`src/rtl/mux_8_1_scan_ctrl.sv`:
```
// rtl/mux_8_1_scan_ctrl.sv - drives a word onto an 8:1 mux, walks the selects and captures the reconstructed word
module mux_8_1_scan_ctrl #(
    parameter int DWELL = 1,
    parameter int CNT_W = 4
) (
    input  logic       clk,
    input  logic       rst_n,
    input  logic       in_valid,
    output logic       in_ready,
    input  logic [7:0] in_data,
    output logic       D0,
    output logic       D1,
    output logic       D2,
    output logic       D3,
    output logic       D4,
    output logic       D5,
    output logic       D6,
    output logic       D7,
    output logic       S0,
    output logic       S1,
    output logic       S2,
    input  logic       mux_out,
    output logic       out_valid,
    input  logic       out_ready,
    output logic [7:0] out_data,
    output logic       out_err,
    output logic [3:0] mismatch_cnt,
    output logic       busy
);

    typedef enum logic [1:0] {
        ST_IDLE  = 2'd0,
        ST_DRIVE = 2'd1,
        ST_DONE  = 2'd2
    } state_t;

    // A DWELL of 0 would never sample, so it behaves as a single-cycle dwell.
    localparam int              DWELL_EFF  = (DWELL < 1) ? 1 : DWELL;
    localparam logic [CNT_W-1:0] CNT_RELOAD = CNT_W'(DWELL_EFF - 1);
    localparam logic [CNT_W-1:0] CNT_ONE    = CNT_W'(1);

    state_t           r_state;
    logic [7:0]       r_d;
    logic [7:0]       r_exp;
    logic [7:0]       r_out_data;
    logic [2:0]       r_sel;
    logic [CNT_W-1:0] r_cnt;
    logic             r_out_valid;
    logic             r_out_err;
    logic             r_busy;
    logic [3:0]       r_mismatch_cnt;

    logic [7:0]       w_final_data;
    logic [7:0]       w_diff;
    logic [3:0]       w_pop;

    // Captured word including the bit being sampled this cycle, and its distance from the expected word.
    always_comb begin
        w_final_data        = r_out_data;
        w_final_data[r_sel] = mux_out;
        w_diff              = w_final_data ^ r_exp;
        w_pop               = 4'd0;
        for (int i = 0; i < 8; i++) begin
            w_pop = w_pop + {3'd0, w_diff[i]};
        end
    end

    // Scan sequencer: accept a word, walk sel 0..7 with DWELL cycles each, present the result.
    always_ff @(posedge clk) begin
        if (!rst_n) begin
            r_state        <= ST_IDLE;
            r_d            <= 8'd0;
            r_exp          <= 8'd0;
            r_out_data     <= 8'd0;
            r_sel          <= 3'd0;
            r_cnt          <= '0;
            r_out_valid    <= 1'b0;
            r_out_err      <= 1'b0;
            r_busy         <= 1'b0;
            r_mismatch_cnt <= 4'd0;
        end else begin
            case (r_state)
                ST_IDLE: begin
                    if (in_valid) begin
                        r_d        <= in_data;
                        r_exp      <= in_data;
                        r_out_data <= 8'd0;
                        r_sel      <= 3'd0;
                        r_cnt      <= CNT_RELOAD;
                        r_busy     <= 1'b1;
                        r_state    <= ST_DRIVE;
                    end
                end
                ST_DRIVE: begin
                    if (r_cnt != '0) begin
                        r_cnt <= r_cnt - CNT_ONE;
                    end else begin
                        r_out_data <= w_final_data;
                        if (r_sel == 3'd7) begin
                            // Result flags come from the completed word on the same edge it is captured.
                            r_out_err      <= (w_pop != 4'd0);
                            r_mismatch_cnt <= w_pop;
                            r_out_valid    <= 1'b1;
                            r_busy         <= 1'b0;
                            r_state        <= ST_DONE;
                        end else begin
                            r_sel <= r_sel + 3'd1;
                            r_cnt <= CNT_RELOAD;
                        end
                    end
                end
                ST_DONE: begin
                    if (out_ready) begin
                        r_out_valid <= 1'b0;
                        r_state     <= ST_IDLE;
                    end
                end
                default: begin
                    r_state <= ST_IDLE;
                end
            endcase
        end
    end

    // Ready only in IDLE and never while reset is asserted.
    assign in_ready     = rst_n && (r_state == ST_IDLE);

    assign D0           = r_d[0];
    assign D1           = r_d[1];
    assign D2           = r_d[2];
    assign D3           = r_d[3];
    assign D4           = r_d[4];
    assign D5           = r_d[5];
    assign D6           = r_d[6];
    assign D7           = r_d[7];
    assign S0           = r_sel[0];
    assign S1           = r_sel[1];
    assign S2           = r_sel[2];
    assign out_valid    = r_out_valid;
    assign out_data     = r_out_data;
    assign out_err      = r_out_err;
    assign mismatch_cnt = r_mismatch_cnt;
    assign busy         = r_busy;

endmodule

```
`config.mk`:
```
export PLATFORM = sky130hd
export DESIGN_NAME = mux_8_1_scan_ctrl
export DESIGN_NICKNAME = d
export VERILOG_FILES = /design/src/rtl/mux_8_1_scan_ctrl.sv
export SDC_FILE = /design/constraint.sdc
export NUM_CORES = 1
export LEC_CHECK = 0
export BUFFER_PORTS_ARGS = -buffer_cell sky130_fd_sc_hd__buf_2
export CORE_MARGIN = 2
export CORE_UTILIZATION = 50
export CTS_BUF_LIST = sky130_fd_sc_hd__clkbuf_8 sky130_fd_sc_hd__clkbuf_16
export DETAILED_ROUTE_END_ITERATION = 7
export GPL_TIMING_DRIVEN = 0
export PLACE_DENSITY = 0.75
export SYNTH_ARGS = -nofsm -noshare
export SYNTH_HDL_FRONTEND = slang
export SYNTH_SLANG_ARGS = --single-unit
```
`constraint.sdc`:
```
create_clock -name clk -period 4.6 [get_ports clk]
set_input_delay 0.46 -clock clk [delete_from_list [all_inputs] [get_ports clk]]
set_output_delay 0.46 -clock clk [all_outputs]
set_load 0.02 [all_outputs]
```
Word-level counts from Yosys, hierarchy flattened
Index checks and enable logic that the tools add are counted.
Word-level totals
  output and inout bits: 27
  flip-flop bits (word level): 32
Cells by class
  $lt $le $gt $ge: 2
  add/subtract/negate cells: 9
  bitwise operators: 2
  reductions and logical operators: 15
  mux-type cells: 27
  equal/unequal tests: 9
Operators with widths (count)
  adder 4 x 1 -> 4 bit: 4
  2-to-1 mux 8 bit: 2
  one-hot mux 8 bit (2 select lines): 1
  AND reduction 4 bit: 4
  2-to-1 mux 4 bit: 3
  inequality test 2 bit (second input constant): 5
  2-to-1 mux 3 bit: 3
  AND reduction 3 bit: 3
  bitwise mux 8 bit: 1
  2-to-1 mux 2 bit: 4
  one-hot mux 4 bit (2 select lines): 1
  nonzero test 4 bit: 2
  XOR 8 bit: 1
  2-to-1 mux 1 bit: 7
  one-hot mux 2 bit (3 select lines): 1
  one-hot mux 3 bit (2 select lines): 1
  adder 3 x 1 -> 4 bit: 1
  < comparator 3 x 4 -> 1 bit (second input constant): 1
  one-hot mux 1 bit (2 select lines): 2
  nonzero test 2 bit: 2
  subtractor 4 x 1 -> 4 bit (second input constant): 1
  adder 2 x 1 -> 3 bit: 1
  adder 3 x 1 -> 3 bit (second input constant): 1
  demux 1 bit (select 3 bit): 1
  10 further kinds: 11

Longest topological paths before layout
Gate-level depths: netlist of the first run.
  depth in word-level cells: 14
  gate-level depth with buffers: 16
  depth with buffers taken out: 15

Least setup slack after synthesis of the first run
Ideal clock, no wire load.
  kind: reg2reg
  start point: register r_sel[0]
  end point: register r_out_err (netlist: out_err)
  data arrival time: 3.925 ns
  period minus slack after synthesis: 4.071 ns
  buffers on the path: 1
  cell stages (with the launch flop): 17
  slack: 0.529 ns
  path through: dfxtp_1 -> clkbuf_1 -> nor3b_1 -> nor2b_1 -> a21oi_1 -> xnor2_1 -> fa_1 -> fa_1 -> inv_1 -> fa_1 -> inv_1 -> ha_1 -> inv_1 -> fa_1 -> xnor2_1 -> nor3b_1 -> a31oi_1
On the way
  cells in the longest elaborated chain, start to end: 14
RTL lines
  start: declaration: line 46  | logic [2:0] r_sel;
  start signal: assignment: line 107  | r_sel <= r_sel + 3'd1;
  < comparator 3 x 4 -> 1 bit (not written as such) / >= comparator 3 x 1 -> 1 bit (equally long branches): line 60  | w_final_data[r_sel] = mux_out;
  logical AND 1 bit (not written as such): line 60
  2-to-1 mux 1 bit (not written as such): line 60
  demux 1 bit (select 3 bit): line 60
  bitwise mux 8 bit: line 60
  XOR 8 bit: line 61  | w_diff = w_final_data ^ r_exp;
  adder 1 x 1 -> 2 bit: line 64  | w_pop = w_pop + {3'd0, w_diff[i]};
  adder 2 x 1 -> 3 bit: line 64
  adder 3 x 1 -> 4 bit: line 64
  adder 4 x 1 -> 4 bit (4 in series): line 64
  nonzero test 4 bit: line 101  | r_out_err <= (w_pop != 4'd0);
  end signal: assignment: line 101
  end: declaration: line 49  | logic r_out_err;
Several ways; a longest one is shown, not always the timed one.
A chain may end at the register's enable or synchronous reset.

Worst setup path after layout of the first run
Same ends and word-level chain as after synthesis.

==> impl_metrics.tcl, run 1 <==
set metrics [dict create \
    status "completed" \
    grt_antenna_before_repair 0 \
    critical_path.startpoint_type "flip-flop" \
    cts_root_buf "clkbuf_8" \
    core_um2 3310 \
    syn-num-nets 219 \
    initial_core_util_pct 51.3 \
    reg2reg_from "r_sel[0]$_SDFFE_PN0P_" \
    clk_pin_slew_ns 0.07 \
    drc 0 \
    drt-total-wl_mm 3.67 \
    clock_skew_ns 0.00639 \
    rows 21 \
    postCtsHoldBufs 0 \
    cap_violations 0 \
    grt_pass1_wl_mm 6.29 \
    area_growth_pct 22.4 \
    syn_area_per_cell_um2 8.71 \
    grt_pass1_vias 1353 \
    crit_arrival_ns 4.27 \
    dieArea_um2 3880 \
    routabilityCongestion 0.838 \
    wl_met3_um 223 \
    p_leak_uw 0.000966 \
    worst_ir_drop_vdd_uv 200 \
    io-pin-count 40 \
    clkSinkCount 32 \
    worst_slew_pin_slew_ns 0.891 \
    synth_top_area_share_pct 37.7 \
    final_cells 288 \
    wl_met2_mm 1.74 \
    synth.ff_latch_count 32 \
    numCtsBuffers 5 \
    post-cts-setup-buffers 0 \
    worstSetupPathType "reg2reg" \
    final.setup.tns_ns 0 \
    dp.cells 280 \
    drt-pass1-iter-count 4 \
    rr_endpoint "out_err$_SDFFE_PN0P_" \
    hpwlAfterDp_mm 2.76 \
    p_total_uw 747 \
    wl_met1_mm 1.65 \
    drt_iter0_drc 57 \
    cts_buffer_depth 2 \
    chipHeight_um 62.3 \
    fmax_ghz 0.242 \
    yosysSeqAreaShare_pct 37.7 \
    crit_fanout 10 \
    vias_per_cell 5.29 \
    diodes 0 \
    cp-startpoint "r_sel[0]$_SDFFE_PN0P_" \
    htree_levels 2 \
    cts_tree "yes" \
    max-slew-margin-rel_pct 40.5 \
    report.final.slew_viol_count 0 \
    insertion_delay_ns 0.29 \
    die_x_um 62.3 \
    r2r_cells 16 \
    hold_viol_final 0 \
    synth.largest_area_cell "dfxtp_1" \
    maxUsedRoutingLayer "met4" \
    avgRoutedWirePerCell_um 12.7 \
    drive_gt1_share_pct 22.7 \
    fin_crit_sh_pct 90.0 \
    hold_end "r_exp[0]$_SDFFE_PN0P_" \
    crit_slowest_cell "fa_1" \
    vias 1523 \
    grt_max_degree 11 \
    grt.overflow.total 0 \
    netlist_top_cells_area "dfxtp_1 (38%), a21oi_1 (5.6%), mux2i_1 (5.3%)" \
    grt_use_total_pct 20.7 \
    syn_area_um2 1700 \
    yosysUniqueCellTypes 36 \
    numPortBuffers 39 \
    cp_cell_sequence "clkbuf_2 -> nor3b_1 -> nor2b_1 -> a21oi_1 -> xnor2_1 -> fa_1 -> fa_1 -> inv_1 -> fa_1 -> inv_1 -> ha_1 -> inv_1 -> fa_1 -> xnor2_1 -> nor3b_1 -> a31oi_1" \
    hp-start "in_data[0]" \
    rsz0062_at_grt "no" \
    path_common_cell "fa_1" \
    crit_path_end_kind "flip-flop" \
    setup_viol 0 \
    worst-r2r-setup-slack_ns 0.46 \
    hold_class "in2reg" \
    slowest_delay_ns 0.56 \
    ys_warn_count 0 \
    fin_crit_ns 4.14 \
    syn_inst 195 \
    drtAntennaViolNets 0 \
    final_nets 265 \
    crit_required_ns 4.74 \
    powerDensity_nw_per_um2 359 \
    min_delay_path_depth 3 \
]
critical path: cells and delay by family (launching register included):
kind | cells | cell delay (ns)
adders and majority gates | 5 | 2.03
and+or+nand+nor | 3 | 0.61
buffers and inverters | 4 | 0.41
DFF | 1 | 0.37
xor gates and xnor gates | 2 | 0.31
AOI/OAI and AO/OA | 2 | 0.26
metal layers:
| metal | track usage, % | up-vias |
|---|---|---|
| li1 | - | 764 |
| met5 | 0 | - |
| met4 | 7.50 | 0 |
| met2 | 32.6 | 41 |
| met3 | 6.34 | 5 |
| met1 | 26.9 | 713 |
synthesized netlist by cell type:
library cell and instances:
nor2b_1 3, mux2_4 1, nor3_1 3, nand3_1 6
o21ba_2 1, a21o_1 1, o22ai_1 5, nand2_1 20
dfxtp_1 32, clkbuf_1 7, nor2_1 11, buf_2 3
nor4_1 1, a21oi_1 19, nand3b_1 5, inv_1 14
a211oi_1 1, o311a_1 1, mux2i_1 9, ha_1 7
or3b_1 1, or3_1 3, and3_1 3, xor2_1 3
or3b_2 1, nor2_2 1, or4_1 1, xnor2_1 8
o21ai_0 5, fa_1 4, o211ai_1 1, and2_1 2
o21a_1 1, nor3b_1 6, a221o_1 3, a31oi_1 2
how the worst max path moves through the flow:
stage	slack, ns	cells after the start	end
global placement	0.39	16	out_err$_SDFFE_PN0P_
finish	0.46	16	out_err$_SDFFE_PN0P_
CTS	0.31	16	out_err$_SDFFE_PN0P_
detailed placement	0.32	16	out_err$_SDFFE_PN0P_
global route	0.08	15	out_err$_SDFFE_PN0P_
floorplan	0.53	16	out_err$_SDFFE_PN0P_
power by group:
part / internal, uW / total, uW / leakage [uW] / switching, uW
clock: 191 / 294 / 0.0000645 / 103
sequential: 289 / 299 / 0.000260 / 10.3
combinational: 66.5 / 154 / 0.000642 / 87.2
total: 546 / 747 / 0.000966 / 201
through the flow:
| step | instance area, um^2 | util (%) | setup slack (ns) | hold slack [ns] |
|---|---|---|---|---|
| after global routing | 2080 | 62.8 | 0.0835 | 0.414 |
| after detailed placement | 1950 | 58.9 | 0.324 | 0.461 |
| after floorplan | 1700 | - | 0.529 | 0.500 |
| after global placement | 1950 | 58.9 | 0.387 | 0.453 |
| after CTS | 2080 | 62.7 | 0.306 | 0.409 |
| final | 2080 | 62.8 | 0.461 | 0.414 |
what timing repair did:
action,in CTS,in global routing
setup endpoints to repair,0,1
gates resized for setup,0,2
hold endpoints to repair,0,0
cell usage in the layout (no fill, tap or decap), drive strengths merged, types with 6 or more instances in the layout:
cell	n
nor2	12
clkbuf	14
dfxtp	32
nand2	20
buf	42
a21oi	19
nor3b	6
ha	7
inv	14
xnor2	8
nand3	6
mux2i	9
area by class of cell:
class | count | area, um^2
Sequential cell | 32 | 641
Inverter | 14 | 52.6
Timing Repair Buffer | 39 | 195
Multi-Input combinational cell | 139 | 963
Buffer | 10 | 42.5
Fill cell | 317 | 1230
Clock buffer | 7 | 96.3
Clock inverter | 1 | 30.0
Tap cell | 46 | 57.6
kinds of logic after synthesis:
logic type	Yosys count	synth area share (%)
AND/OR/NAND/NOR	67	20.6
XOR/XNOR	11	5.67
AO/OA/AOI/OAI	40	14.4
multiplexers	10	6.19
buffers and inverters	24	5.53
adder cells (fa/ha/maj)	11	9.87
flip-flops	32	37.7
registers in the layout, summed over array words and instances, names as in the netlist:
name,cells
out_data,8
r_exp,8
mismatch_cnt,4
r_cnt,4
r_sel,3
r_state,2
busy,1
out_err,1
out_valid,1
Note: power is estimated with default switching activity, not from simulation.
==> run 2, diff against run 1 <==
- clock period: 4.6 -> 5 ns (I/O delays scaled with it)
==> impl_metrics.tcl, run 2 (same netlist as run 1, synthesis figures left out) <==
set metrics [dict create \
    max-slew-margin-rel_pct 40.5 \
    diodes 0 \
    final_common_cell "buf_2" \
    drt-total-wl_mm 3.68 \
    crit_arrival_ns 4.41 \
    insertion_delay_ns 0.29 \
    path_common_cell "fa_1" \
    fillCellCount 314 \
    slowest_delay_ns 0.56 \
    clkSinkCount 32 \
    core_um2 3310 \
    drive_gt1_share_pct 22.3 \
    hold_class "in2reg" \
    vias_per_cell 5.28 \
    worstSetupPathType "reg2reg" \
    htree_levels 2 \
    crit_fanout 10 \
    initial_core_util_pct 51.3 \
    numPortBuffers 39 \
    final.setup.tns_ns 0 \
    worst_slew_pin_slew_ns 0.891 \
    area_growth_pct 22.3 \
    grt_pass1_vias 1353 \
    seq_area_um2 641 \
    drt_iter0_drc 83 \
    drc 0 \
    timing.hold.ws_ns 0.454 \
    hold_viol_final 0 \
    drtAntennaViolNets 0 \
    avgRoutedWirePerCell_um 12.8 \
    crit_path_end_kind "flip-flop" \
    dieArea_um2 3880 \
    cts_root_buf "clkbuf_8" \
    grt_use_total_pct 20.7 \
    report.final.slew_viol_count 0 \
    vias 1521 \
    cts_buffer_depth 2 \
    fin_crit_ns 4.28 \
    numCtsBuffers 5 \
    rows 21 \
    path_buf_inv 4 \
    cts_tree "yes" \
    postCtsHoldBufs 0 \
    post-cts-setup-buffers 0 \
    fmax_ghz 0.234 \
    crit_slowest_cell "fa_1" \
    die_x_um 62.3 \
    final_cell_mix "buf_2 (42), dfxtp_1 (32), nand2_1 (20), a21oi_1 (19), inv_1 (14)" \
    setup_viol 0 \
    dp.cells 280 \
    final_cells 288 \
    place_ws_ns 0.724 \
    clk_pin_slew_ns 0.07 \
    grt.overflow.total 0 \
    crit_family "adder cells" \
    drt-pass1-iter-count 4 \
    rsz0062_at_grt "no" \
    worst_slack_ns 0.722 \
    grt_antenna_before_repair 0 \
    cts.repair.resized 0 \
    chipHeight_um 62.3 \
    powerDensity_nw_per_um2 331 \
    multi_input_area_um2 963 \
    cp_cell_sequence "clkbuf_1 -> nor3b_1 -> nor2b_1 -> a21oi_1 -> xnor2_1 -> fa_1 -> fa_1 -> inv_1 -> fa_1 -> inv_1 -> ha_1 -> inv_1 -> fa_1 -> xnor2_1 -> nor3b_1 -> a31oi_1" \
    clock_skew_ns 0.00629 \
    cap_violations 0 \
    critical_path.startpoint_type "flip-flop" \
    grt_pass1_wl_mm 6.29 \
    final_nets 265 \
    io-pin-count 40 \
    routabilityCongestion 0.838 \
    status "completed" \
    worst_ir_drop_vdd_uv 186 \
    p_leak_uw 0.000963 \
    fin_crit_sh_pct 85.6 \
    grt_max_degree 11 \
    hpwlAfterDp_mm 2.76 \
    crit_required_ns 5.14 \
]
-- run 2: metal layers --
layer / up-vias / GRT usage (%) / routed length (um) / share of wire (%)
li1: 763 / - / - / -
met1: 711 / 26.9 / 1660 / 45
met2: 42 / 32.6 / 1740 / 47
met3: 5 / 6.34 / 226 / 6.1
met4: 0 / 7.50 / 51 / 1.4
met5: - / 0 / 0 / 0
-- run 2: layout make-up --
type | instances | share of cell area [%]
timing repair buffer | 39 | 9.40
clock inverter | 1 | 1.45
buffer | 10 | 1.99
multi-input combinational | 139 | 46.4
sequential | 32 | 30.8
clock buffer | 7 | 4.64
tap | 46 | 2.77
inverter | 14 | 2.53
-- run 2: worst register-to-register path, delay by kind of cell, from the launching register on --
family	cells	cell delay, ns
AO/OA/AOI/OAI	2	0.26
XOR/XNOR	2	0.31
adder cells (fa/ha/maj)	5	2.03
buffers and inverters	4	0.52
flip-flops	1	0.36
AND/OR/NAND/NOR	3	0.63
-- run 2: where the power goes --
| group | leakage, uW | switching (uW) | internal, uW |
|---|---|---|---|
| Clock | 0.0000645 | 94.8 | 176 |
| Sequential | 0.000260 | 9.48 | 266 |
| Combinational | 0.000638 | 80.3 | 61.0 |
| Total | 0.000963 | 185 | 502 |
-- run 2: metrics by stage --
step           total power (uW)  area (um^2)  utilization [%]
5_1_grt                     727         2080             62.7
4_1_cts                     694         2080             62.7
2_1_floorplan               386         1700                -
3_5_place_dp                422         1950             58.9
3_3_place_gp                419         1950             58.9
6_report                    687         2080             62.7
-- run 2: final timing paths --
kind                            slack (ns)                  endpoint                     start  cells after the start
worst max register to register        0.72      out_err$_SDFFE_PN0P_     r_sel[0]$_SDFFE_PN0P_                     16
worst min register to register        0.46  out_data[3]$_SDFFE_PN0P_  out_data[3]$_SDFFE_PN0P_                      2
worst min-delay path                  0.45     r_exp[0]$_SDFFE_PN0P_                in_data[0]                      3
worst max-delay path                  0.72      out_err$_SDFFE_PN0P_     r_sel[0]$_SDFFE_PN0P_                     16
==> run 3, diff against run 2 <==
- RECOVER_POWER: unset -> 50
- clock period: 5 -> 5.6 ns (I/O delays scaled with it)
==> impl_metrics.tcl, run 3 (same netlist as run 1, synthesis figures left out) <==
set metrics [dict create \
    clock_skew_ns 0.00738 \
    report.final.slew_viol_count 0 \
    drt-pass1-iter-count 6 \
    drtAntennaViolNets 0 \
    htree_levels 2 \
    path_buf_inv 4 \
    postCtsHoldBufs 0 \
    drive_gt1_share_pct 11.2 \
    r2r_cells 16 \
    setup_viol 0 \
    cts_tree "yes" \
    die_x_um 62.3 \
    rr_endpoint "out_err$_SDFFE_PN0P_" \
    p_leak_uw 0.000850 \
    clkSinkCount 32 \
    rsz0062_at_grt "no" \
    hold_end "out_data[3]$_SDFFE_PN0P_" \
    critical_path.startpoint_type "flip-flop" \
    cts_buffer_depth 2 \
    fillCellCount 331 \
    final_common_cell "clkbuf_1" \
    grt_pass1_wl_mm 6.29 \
    status "completed" \
    crit_slowest_cell "fa_1" \
    routabilityCongestion 0.838 \
    final_cell_mix "clkbuf_1 (34), dfxtp_1 (32), nand2_1 (20), a21oi_1 (19), buf_2 (15)" \
    hpwlAfterDp_mm 2.76 \
    hp-start "out_data[3]$_SDFFE_PN0P_" \
    area_growth_pct 20.3 \
    rows 21 \
    initial_core_util_pct 51.3 \
    cp_cell_sequence "clkbuf_1 -> nor3b_1 -> nor2b_1 -> a21oi_1 -> xnor2_1 -> fa_1 -> fa_1 -> inv_1 -> fa_1 -> inv_1 -> ha_1 -> inv_1 -> fa_1 -> xnor2_1 -> nor3b_1 -> a31oi_1" \
    slowest_delay_ns 0.56 \
    cap_violations 0 \
    drt_iter0_drc 86 \
    cts_root_buf "clkbuf_8" \
    path_common_cell "fa_1" \
    drt-total-wl_mm 3.68 \
    numPortBuffers 39 \
    diodes 0 \
    multi_input_area_um2 963 \
    grt_antenna_before_repair 0 \
    min_delay_path_depth 2 \
    grt_use_total_pct 20.7 \
    hold_viol_final 0 \
    grt_max_degree 11 \
    reg2reg_from "r_sel[0]$_SDFFE_PN0P_" \
    core_um2 3310 \
    grt_pass1_vias 1353 \
    worst-r2r-setup-slack_ns 1.33 \
    drc 0 \
    crit_path_end_kind "flip-flop" \
    vias_per_cell 5.26 \
    crit_family "adder cells" \
    post-cts-setup-buffers 0 \
    powerDensity_nw_per_um2 299 \
    crit_fanout 10 \
    crit_required_ns 5.74 \
    worst_ir_drop_vdd_uv 165 \
    io-pin-count 40 \
    p_total_uw 612 \
    dieArea_um2 3880 \
    final_nets 265 \
    avgRoutedWirePerCell_um 12.8 \
    fin_crit_sh_pct 76.3 \
    finish.utilization_pct 61.7 \
    fin_crit_ns 4.27 \
    final.setup.tns_ns 0 \
    hold_class "reg2reg" \
    fmax_ghz 0.234 \
    crit_arrival_ns 4.41 \
    chipHeight_um 62.3 \
    grt.overflow.total 0 \
    seq_area_um2 641 \
    worstSetupPathType "reg2reg" \
    vias 1516 \
    cts.repair.resized 0 \
    numCtsBuffers 5 \
    worst_slew_pin_slew_ns 0.885 \
    clk_pin_slew_ns 0.07 \
    insertion_delay_ns 0.29 \
    max-slew-margin-rel_pct 40.9 \
]
==> run 3: cell count changes in the layout (fill, tap and decap cells not counted), sizes merged <==
cell	before	now
clkbuf	14	41
buf	42	15
==> run 3: worst max-delay path by stage <==
stage / from / end / depth (start not counted)
floorplan: r_sel[0]$_SDFFE_PN0P_ / out_err$_SDFFE_PN0P_ / 16
global placement: mux_out / out_err$_SDFFE_PN0P_ / 15
detailed placement: r_sel[0]$_SDFFE_PN0P_ / out_err$_SDFFE_PN0P_ / 16
CTS: r_sel[0]$_SDFFE_PN0P_ / out_err$_SDFFE_PN0P_ / 16
global route: r_sel[0]$_SDFFE_PN0P_ / out_err$_SDFFE_PN0P_ / 16
finish: r_sel[0]$_SDFFE_PN0P_ / out_err$_SDFFE_PN0P_ / 16
==> run 3: report_power, final <==
part / switching [uW] / internal, uW
combinational: 71.8 / 52.4
clock: 84.7 / 157
sequential: 8.72 / 237
total: 165 / 446
==> run 3: worst register-to-register path, cell delays in order, from the launching register on <==
cell and delay, ns:
dfxtp_1 0.36, clkbuf_1 0.33, nor3b_1 0.34, nor2b_1 0.11
a21oi_1 0.16, xnor2_1 0.16, fa_1 0.47, fa_1 0.56
inv_1 0.06, fa_1 0.47, inv_1 0.07, ha_1 0.16
inv_1 0.05, fa_1 0.37, xnor2_1 0.15, nor3b_1 0.18
a31oi_1 0.10
==> run 3: metrics by stage <==
stage          hold slack (ns)  worst slack [ns]  instance area [um^2]  cells
2_1_floorplan            0.500              1.53                  1700    195
3_3_place_gp             0.453              1.35                  1950    280
3_5_place_dp             0.461              1.32                  1950    280
4_1_cts                  0.470              1.31                  2080    288
5_1_grt                  0.502             0.952                  2040    288
6_report                 0.465              1.33                  2040    288
==> run 3: layout make-up <==
| class | instances | share of cell area [%] |
|---|---|---|
| well taps | 46 | 2.82 |
| plain buffers | 10 | 1.96 |
| inverters | 14 | 2.57 |
| repair buffers | 39 | 7.96 |
| clock buffers | 7 | 4.72 |
| flip-flops and latches | 32 | 31.4 |
| multi-input cells | 139 | 47.2 |
| clock inverters | 1 | 1.47 |
==> run 3: metal layers <==
layer / part of all wire (%) / GRT usage (%) / wire [um] / vias to the layer above
li1: - / - / - / 764
met1: 46 / 26.9 / 1690 / 707
met2: 47 / 32.6 / 1740 / 40
met3: 5.4 / 6.34 / 198 / 5
met4: 1.4 / 7.50 / 51 / 0
met5: 0 / 0 / 0 / -
